===== config.mk =====
export PLATFORM = sky130hd
export DESIGN_NAME = multicycle_ctrl_flat
export DESIGN_NICKNAME = d
export VERILOG_FILES = /design/src/rtl/multicycle_ctrl_if.sv /design/src/rtl/multicycle_ctrl.sv /design/src/flat_wrapper.sv
export SDC_FILE = /design/constraint.sdc
export NUM_CORES = 1
export LEC_CHECK = 0
export CORE_MARGIN = 3
export CORE_UTILIZATION = 45
export CTS_BUF_LIST = sky130_fd_sc_hd__clkbuf_4 sky130_fd_sc_hd__clkbuf_8
export CTS_CLUSTER_DIAMETER = 200
export DETAILED_ROUTE_END_ITERATION = 10
export PLACE_DENSITY = 0.75
export SYNTH_ARGS = -nofsm -noshare
export SYNTH_HDL_FRONTEND = slang
export SYNTH_SLANG_ARGS = --single-unit

===== constraint.sdc =====
create_clock -name clk -period 4.1 [get_ports clk]
set_input_delay 0.615 -clock clk [delete_from_list [all_inputs] [get_ports clk]]
set_output_delay 0.615 -clock clk [all_outputs]
set_load 0.05 [all_outputs]

===== src/rtl/multicycle_ctrl_if.sv =====
// Instruction/data memory handshake bundle between the sequencing controller
// (master) and the memories (slave).
interface multicycle_ctrl_if;
  logic imem_valid;
  logic imem_ready;
  logic dmem_valid;
  logic dmem_we;
  logic dmem_ready;

  modport master (
    output imem_valid,
    output dmem_valid,
    output dmem_we,
    input  imem_ready,
    input  dmem_ready
  );

  modport slave (
    input  imem_valid,
    input  dmem_valid,
    input  dmem_we,
    output imem_ready,
    output dmem_ready
  );
endinterface


===== src/rtl/multicycle_ctrl.sv =====
// Multi-cycle RV32I sequencing controller: FETCH/DECODE/EXEC/MEM/WB with memory
// timeout fault, sticky HALT and retired-instruction counter.
module multicycle_ctrl #(
  parameter int TIMEOUT = 255,
  parameter int CNT_W   = 32
) (
  input  logic               clk,
  input  logic               rst_n,
  multicycle_ctrl_if.master  mem_if,
  input  logic               i_reg_write,
  input  logic               i_mem_read,
  input  logic               i_mem_write,
  input  logic               i_branch_sig,
  input  logic               i_jump,
  input  logic               i_jalr,
  input  logic               i_illegal,
  input  logic               i_branch_taken,
  output logic               o_ir_we,
  output logic               o_rf_we,
  output logic               o_pc_we,
  output logic [1:0]         o_pc_sel,
  output logic [2:0]         o_state,
  output logic               o_halted,
  output logic               o_fault_timeout,
  output logic [CNT_W-1:0]   o_retire_cnt
);

  typedef enum logic [2:0] {
    S_FETCH  = 3'd0,
    S_DECODE = 3'd1,
    S_EXEC   = 3'd2,
    S_MEM    = 3'd3,
    S_WB     = 3'd4,
    S_HALT   = 3'd7
  } state_e;

  localparam logic [7:0] TIMEOUT_W = 8'(TIMEOUT);

  state_e            r_state;
  logic [7:0]        r_wcnt;
  logic [1:0]        r_pc_sel_q;
  logic [CNT_W-1:0]  r_retire_cnt;
  logic              r_fault_timeout;
  logic              r_mem_we;
  logic              r_rf_we;
  logic              w_imem_valid;
  logic              w_dmem_valid;
  logic              w_dmem_we;

  // Sequencing FSM; store/writeback qualifiers are captured in EXEC so later
  // decoder activity cannot disturb an instruction already in flight.
  always_ff @(posedge clk) begin
    if (!rst_n) begin
      r_state         <= S_FETCH;
      r_wcnt          <= 8'd0;
      r_pc_sel_q      <= 2'd0;
      r_retire_cnt    <= '0;
      r_fault_timeout <= 1'b0;
      r_mem_we        <= 1'b0;
      r_rf_we         <= 1'b0;
    end else begin
      case (r_state)
        S_FETCH: begin
          if (mem_if.imem_ready) begin
            r_wcnt  <= 8'd0;
            r_state <= S_DECODE;
          end else if (r_wcnt == TIMEOUT_W) begin
            r_state         <= S_HALT;
            r_fault_timeout <= 1'b1;
          end else begin
            r_wcnt <= r_wcnt + 8'd1;
          end
        end
        S_DECODE: begin
          if (i_illegal || (i_mem_read && i_mem_write) || (i_branch_sig && i_jump)) begin
            r_state <= S_HALT;
          end else begin
            r_state <= S_EXEC;
          end
        end
        S_EXEC: begin
          if (i_jalr) begin
            r_pc_sel_q <= 2'd2;
          end else if (i_jump || (i_branch_sig && i_branch_taken)) begin
            r_pc_sel_q <= 2'd1;
          end else begin
            r_pc_sel_q <= 2'd0;
          end
          r_mem_we <= i_mem_write;
          r_rf_we  <= i_reg_write;
          r_state  <= (i_mem_read || i_mem_write) ? S_MEM : S_WB;
        end
        S_MEM: begin
          if (mem_if.dmem_ready) begin
            r_wcnt  <= 8'd0;
            r_state <= S_WB;
          end else if (r_wcnt == TIMEOUT_W) begin
            r_state         <= S_HALT;
            r_fault_timeout <= 1'b1;
          end else begin
            r_wcnt <= r_wcnt + 8'd1;
          end
        end
        S_WB: begin
          r_retire_cnt <= r_retire_cnt + CNT_W'(1);
          r_state      <= S_FETCH;
        end
        S_HALT: begin
          r_state <= S_HALT;
        end
        default: begin
          r_state <= S_HALT;
        end
      endcase
    end
  end

  // Output decode; everything reads as zero while reset is asserted.
  always_comb begin
    o_ir_we         = 1'b0;
    o_rf_we         = 1'b0;
    o_pc_we         = 1'b0;
    o_pc_sel        = 2'd0;
    o_state         = 3'd0;
    o_halted        = 1'b0;
    o_fault_timeout = 1'b0;
    o_retire_cnt    = '0;
    w_imem_valid    = 1'b0;
    w_dmem_valid    = 1'b0;
    w_dmem_we       = 1'b0;
    if (rst_n) begin
      o_state         = r_state;
      o_fault_timeout = r_fault_timeout;
      o_retire_cnt    = r_retire_cnt;
      case (r_state)
        S_FETCH: begin
          w_imem_valid = 1'b1;
          o_ir_we      = mem_if.imem_ready;
        end
        S_MEM: begin
          w_dmem_valid = 1'b1;
          w_dmem_we    = r_mem_we;
        end
        S_WB: begin
          o_rf_we  = r_rf_we;
          o_pc_we  = 1'b1;
          o_pc_sel = r_pc_sel_q;
        end
        S_HALT: begin
          o_halted = 1'b1;
        end
        default: begin
          o_halted = 1'b0;
        end
      endcase
    end else begin
      o_state = 3'd0;
    end
  end

  assign mem_if.imem_valid = w_imem_valid;
  assign mem_if.dmem_valid = w_dmem_valid;
  assign mem_if.dmem_we    = w_dmem_we;

endmodule


===== src/flat_wrapper.sv =====
// flat-port wrapper written by rule: the top's interface ports become plain ports
module multicycle_ctrl_flat 
#(
  parameter int TIMEOUT = 255,
  parameter int CNT_W   = 32
)
  (clk, rst_n, i_reg_write, i_mem_read, i_mem_write, i_branch_sig, i_jump, i_jalr, i_illegal, i_branch_taken, o_ir_we, o_rf_we, o_pc_we, o_pc_sel, o_state, o_halted, o_fault_timeout, o_retire_cnt, mem_if_imem_valid, mem_if_dmem_valid, mem_if_dmem_we, mem_if_imem_ready, mem_if_dmem_ready);
  multicycle_ctrl_if mem_if_i ();
  input  logic clk;
  input  logic rst_n;
  input  logic i_reg_write;
  input  logic i_mem_read;
  input  logic i_mem_write;
  input  logic i_branch_sig;
  input  logic i_jump;
  input  logic i_jalr;
  input  logic i_illegal;
  input  logic i_branch_taken;
  output logic o_ir_we;
  output logic o_rf_we;
  output logic o_pc_we;
  output logic [1:0] o_pc_sel;
  output logic [2:0] o_state;
  output logic o_halted;
  output logic o_fault_timeout;
  output logic [CNT_W-1:0] o_retire_cnt;
  output wire logic [$bits(mem_if_i.imem_valid)-1:0] mem_if_imem_valid;
  output wire logic [$bits(mem_if_i.dmem_valid)-1:0] mem_if_dmem_valid;
  output wire logic [$bits(mem_if_i.dmem_we)-1:0] mem_if_dmem_we;
  input wire logic [$bits(mem_if_i.imem_ready)-1:0] mem_if_imem_ready;
  input wire logic [$bits(mem_if_i.dmem_ready)-1:0] mem_if_dmem_ready;
  assign mem_if_imem_valid = mem_if_i.imem_valid;
  assign mem_if_dmem_valid = mem_if_i.dmem_valid;
  assign mem_if_dmem_we = mem_if_i.dmem_we;
  assign mem_if_i.imem_ready = mem_if_imem_ready;
  assign mem_if_i.dmem_ready = mem_if_dmem_ready;
  multicycle_ctrl #(.TIMEOUT(TIMEOUT), .CNT_W(CNT_W)) u_core (.clk(clk), .rst_n(rst_n), .mem_if(mem_if_i), .i_reg_write(i_reg_write), .i_mem_read(i_mem_read), .i_mem_write(i_mem_write), .i_branch_sig(i_branch_sig), .i_jump(i_jump), .i_jalr(i_jalr), .i_illegal(i_illegal), .i_branch_taken(i_branch_taken), .o_ir_we(o_ir_we), .o_rf_we(o_rf_we), .o_pc_we(o_pc_we), .o_pc_sel(o_pc_sel), .o_state(o_state), .o_halted(o_halted), .o_fault_timeout(o_fault_timeout), .o_retire_cnt(o_retire_cnt));
endmodule

Yosys cells after proc, flatten, opt, wreduce, memory -nomap -nowiden --
Index checks and enable logic that the tools add are counted.
Storage, ports and cells: flip-flop bits (word level) 48, input port bits 12, word-level logic and storage cells 62
Operators by class: add/sub/neg operators 2, equal/unequal tests 8, muxes and demuxes 35, reduce and logical (&&, ||, !) cells 10
Operator list (number):
- $add A32 B1 Y32 const B | 1
- $mux W32 | 1
- $mux W8 | 3
- $mux W1 | 19
- $mux W3 | 6
- $pmux W8 S2 | 1
- $pmux W3 S5 | 1
- $add A8 B1 Y8 const B | 1
- $eq A8 B8 Y1 const B | 1
- $eq A3 B2 Y1 const B | 2
- $eq A3 B3 Y1 const B | 2
- $mux W2 | 3
- $logic_or A1 B1 Y1 | 4
- $ne A2 B2 Y1 const B | 2
- $eq A3 B1 Y1 const B | 1
- $logic_and A1 B1 Y1 | 3
- $logic_not A3 Y1 | 1
- $reduce_and A3 Y1 | 1
- $pmux W1 S2 | 1
- $reduce_bool A2 Y1 | 1

Logic depth before layout (Yosys ltp) --
depth after elaboration 5, depth in mapped cells 6, mapped depth without buffers 5

Least setup slack after synthesis --
No wires, ideal clock.
path type input-to-output, start point input rst_n, end point output o_pc_sel[0], arrival 2.210 ns, required time 3.485 ns, path slack 1.275 ns, stages on the path 4, path through clkbuf_1 > nand2_1 > nor2_1 > and2_1
Between the ends: cells in the longest elaborated chain, start to end 1
Ends and longest elaborated chain:
- start, declared | line flat_wrapper.sv:10 | input logic rst_n;
- $mux W2 | line multicycle_ctrl.sv:131 | if (rst_n) begin
- end, declared | line flat_wrapper.sv:22 | output logic [1:0] o_pc_sel;
Every way passes these cells.

Final worst setup path --
start point input rst_n, end point output o_retire_cnt[15]
Between the ends: cells in the longest elaborated chain, start to end 1
Ends and longest elaborated chain:
- $mux W32 | line multicycle_ctrl.sv:131
- end, declared | line flat_wrapper.sv:26 | output logic [CNT_W-1:0] o_retire_cnt;
Every way passes these cells.

==> impl_results.md <==
* CP peak stage delay at 0.81 ns
* Vias in the first global route at 2345
* Post-Route WL at 6.27 mm
* Syn_area_per_cell at 8.01 um^2
* CP Max Fanout at 34
* Worst Reg2Reg Path Length in Cells at 4
* CP Launch Point: rst_n
* Global-route wire length before repair at 10.9 mm
* I/O pins at 57
* CTS tree: yes
* Max Fclk at 320 MHz
* Reg2Reg Capture Point: u_core.r_retire_cnt[31]$_SDFFE_PN0N_
* CP Class: in2out
* Detailed-route via count at 2515
* Number of synthesized flops with an enable pin at 0
* Die height at 82.3 um
* 1st-pass router iterations at 4
* Tcrit/Tclk final at 76.3%
* Layout cells sized above 1 at 6.91%
* Worst Path Arrival at 2.51 ns
* CP Data Required Time at 3.48 ns
* WHS Endpoint: u_core.r_retire_cnt[30]$_SDFFE_PN0N_
* CTS Hold Buffers Added at 0
* Register area share after synthesis at 36.7%
* Nets@finish at 389
* Hold Crit Class: reg2reg
* Placed inst area at 0.00325 mm^2
* # rows at 27
* CTS resizes at 0
* Status: complete, no violations
* Final Hold Vio Count at 0
* Worst slack at placement at 0.963 ns
* Post-route ant nets at 0
* Ant diodes at 0
* Clk slew on worst S/H paths at 0.09 ns
* CTS buffer count at 5
* CTS H-tree lvls at 2
* Crit-path slowest cell: clkdlybuf4s50_1
* MaxCap Viol Count at 0
* Clk sinks at 48
* Reg-to-reg startpoint: u_core.r_state[2]$_SDFF_PN0_
* Critical path cell sequence: clkdlybuf4s50_1 > buf_4 > and2_1 > clkdlybuf4s50_1
* Fin. max-slew vios at 0
* Asr flop ratio synth at 0%
* Worst path top cell family by delay: buffers and inverters
* Drt initial violations at 126
* WL per Instance at 14.0 um
* Synthesis-to-layout area growth at 28.4%
* Core area at 0.00557 mm^2
* Worst skew pair latency at 0.30 ns
* Post-detail-place hpwl at 4.57 mm
* DR DRC count at 0
* Leakage at 0.00113 uW
* Synth Register Bits at 48
* Die width at 82.3 um
* Slew @ Worst Pin at 0.656 ns
* Unrepaired setup endpoints after global routing: false
* Primary FF master, synth: dfxtp_1
* Yosys Warn Count at 0
* CTS Buffer Depth at 2
* Cells after synthesis at 327
* Max rail drop VDD at 0.000231 V
* Critical Path Start Type: input pin
* Worst Setup End Kind: output port
* Clock root buffer: clkbuf_8
* Hold_sp: u_core.r_retire_cnt[30]$_SDFFE_PN0N_
* Vias/cell at 5.61
* Synth cell types at 46
* Initial antenna violation count at 0
* Crit path time final at 3.13 ns
* Die area at 0.00677 mm^2
* Synth Cell Area at 0.00262 mm^2
* GRT Util Overall at 20.3%
* Initial Utilization at 47.0%
* Setup_tns at 0 ns
* Most frequent cell on the critical path: clkdlybuf4s50_1
* Crit path buf inv count at 3
* Flop-to-flop setup slack at 1.65 ns
* Worst hold slack at 0.485 ns
* Finished layout cell area at 0.00336 mm^2
* Routability cong. at 0.805
* I/O Buffers at 56
* Syn Nets at 341
* Hold Crit Depth at 2
* Worst rel slew slack at 56.1%
* Fin Clk Skew at 0.00948 ns
* Pin count of the biggest net entering global routing at 35
* Power density cells at 357 mW/mm^2
* Setup bufs post-CTS at 0
* GRT overflow at 0
* Placed insts at 440
* Number of setup violations in the final report at 0
* Final cell count without fillers at 448
* Fin worst setup slack at 0.972 ns
==> power breakdown <==
group          leakage, uW  internal, uW  switching (uW)
sequential        0.000388           492            47.1
combinational     0.000681           125             196
clock            0.0000586           188             154
==> state kept, by name (all words and copies together) (netlist names) <==
signal                  count
u_core.r_retire_cnt        32
u_core.r_wcnt               8
u_core.r_state              3
u_core.r_pc_sel_q           2
u_core.r_fault_timeout      1
u_core.r_mem_we             1
u_core.r_rf_we              1
==> cell usage after synthesis (7+ instances only) <==
library cell | instances | share of area [%]
a21oi_1 | 28 | 5.4
nand4_1 | 12 | 2.9
inv_1 | 7 | 1.0
nand3_1 | 12 | 2.3
nand2_1 | 19 | 2.7
and2_1 | 38 | 9.1
nor3_1 | 12 | 2.3
xor2_1 | 8 | 2.7
o31ai_1 | 11 | 3.2
o21ai_0 | 11 | 2.1
nor2_1 | 34 | 4.9
or4_1 | 13 | 3.7
clkbuf_1 | 14 | 2.0
dfxtp_1 | 48 | 37
==> routing by layer <==
metal  wire length, um  share of wire [%]  track usage [%]
met5                 0                  0                0
met4               110                1.8             7.48
met3               204                3.3             3.15
met2              2840                 45             31.2
met1              3120                 50             28.7
==> cell families (layout without fill, tap and decap cells) <==
kind of cell	count (synthesis)	in the layout	synth area share, %
multiplexers	11	11	4.49
flip-flops	48	48	36.7
AND/OR/NAND/NOR	165	165	35.1
buffers and inverters	25	74	4.06
XOR/XNOR	9	9	3.01
AO/OA/AOI/OAI	67	67	15.7
adder cells (fa/ha/maj)	2	2	0.955
==> metrics by stage <==
step,utilization [%],power [uW]
final,60.3,1200
after global routing,60.3,1270
after CTS,60.3,1210
after detailed placement,58.3,869
after global placement,58.3,863
after floorplan,-,776
==> tightest hold or removal path: cells and delay by family, from the launching register on <==
kind / cells / cell delay (ns)
flip-flops: 1 / 0.32
AO/OA/AOI/OAI: 2 / 0.12
==> worst max path at each step <==
stage / end / slack, ns / cells after the start
floorplan: o_pc_sel[0] / 1.28 / 4
global placement: o_retire_cnt[15] / 0.99 / 4
detailed placement: o_retire_cnt[15] / 0.96 / 4
CTS: o_retire_cnt[15] / 0.96 / 4
global route: o_retire_cnt[15] / 0.86 / 4
finish: o_retire_cnt[15] / 0.97 / 4
==> cells in the final DEF (no fill, tap or decap), types with 4 or more instances in the layout <==
| master | instances |
|---|---|
| o21ai_0 | 11 |
| nand3_1 | 12 |
| nand4_1 | 12 |
| a21oi_1 | 28 |
| buf_12 | 4 |
| a31oi_1 | 4 |
| mux2i_1 | 5 |
| or4_1 | 13 |
| and2_1 | 38 |
| clkdlybuf4s50_1 | 52 |
| nor3_1 | 12 |
| mux2_2 | 6 |
| o31ai_1 | 11 |
| dfxtp_1 | 48 |
| nand2b_1 | 4 |
| inv_1 | 7 |
| nand2_1 | 19 |
| clkbuf_8 | 5 |
| xor2_1 | 8 |
| nor2_1 | 34 |
| or3_1 | 5 |
==> layout make-up <==
type,instances,area (um^2)
multi-input combinational,254,1550
inverter,7,26.3
fill,508,2210
timing repair buffer,59,623
sequential,48,961
clock buffer,6,76.3
tap,72,90.1
clock inverter,2,35.0
No activity file was read; power rests on OpenSTA's default activity.
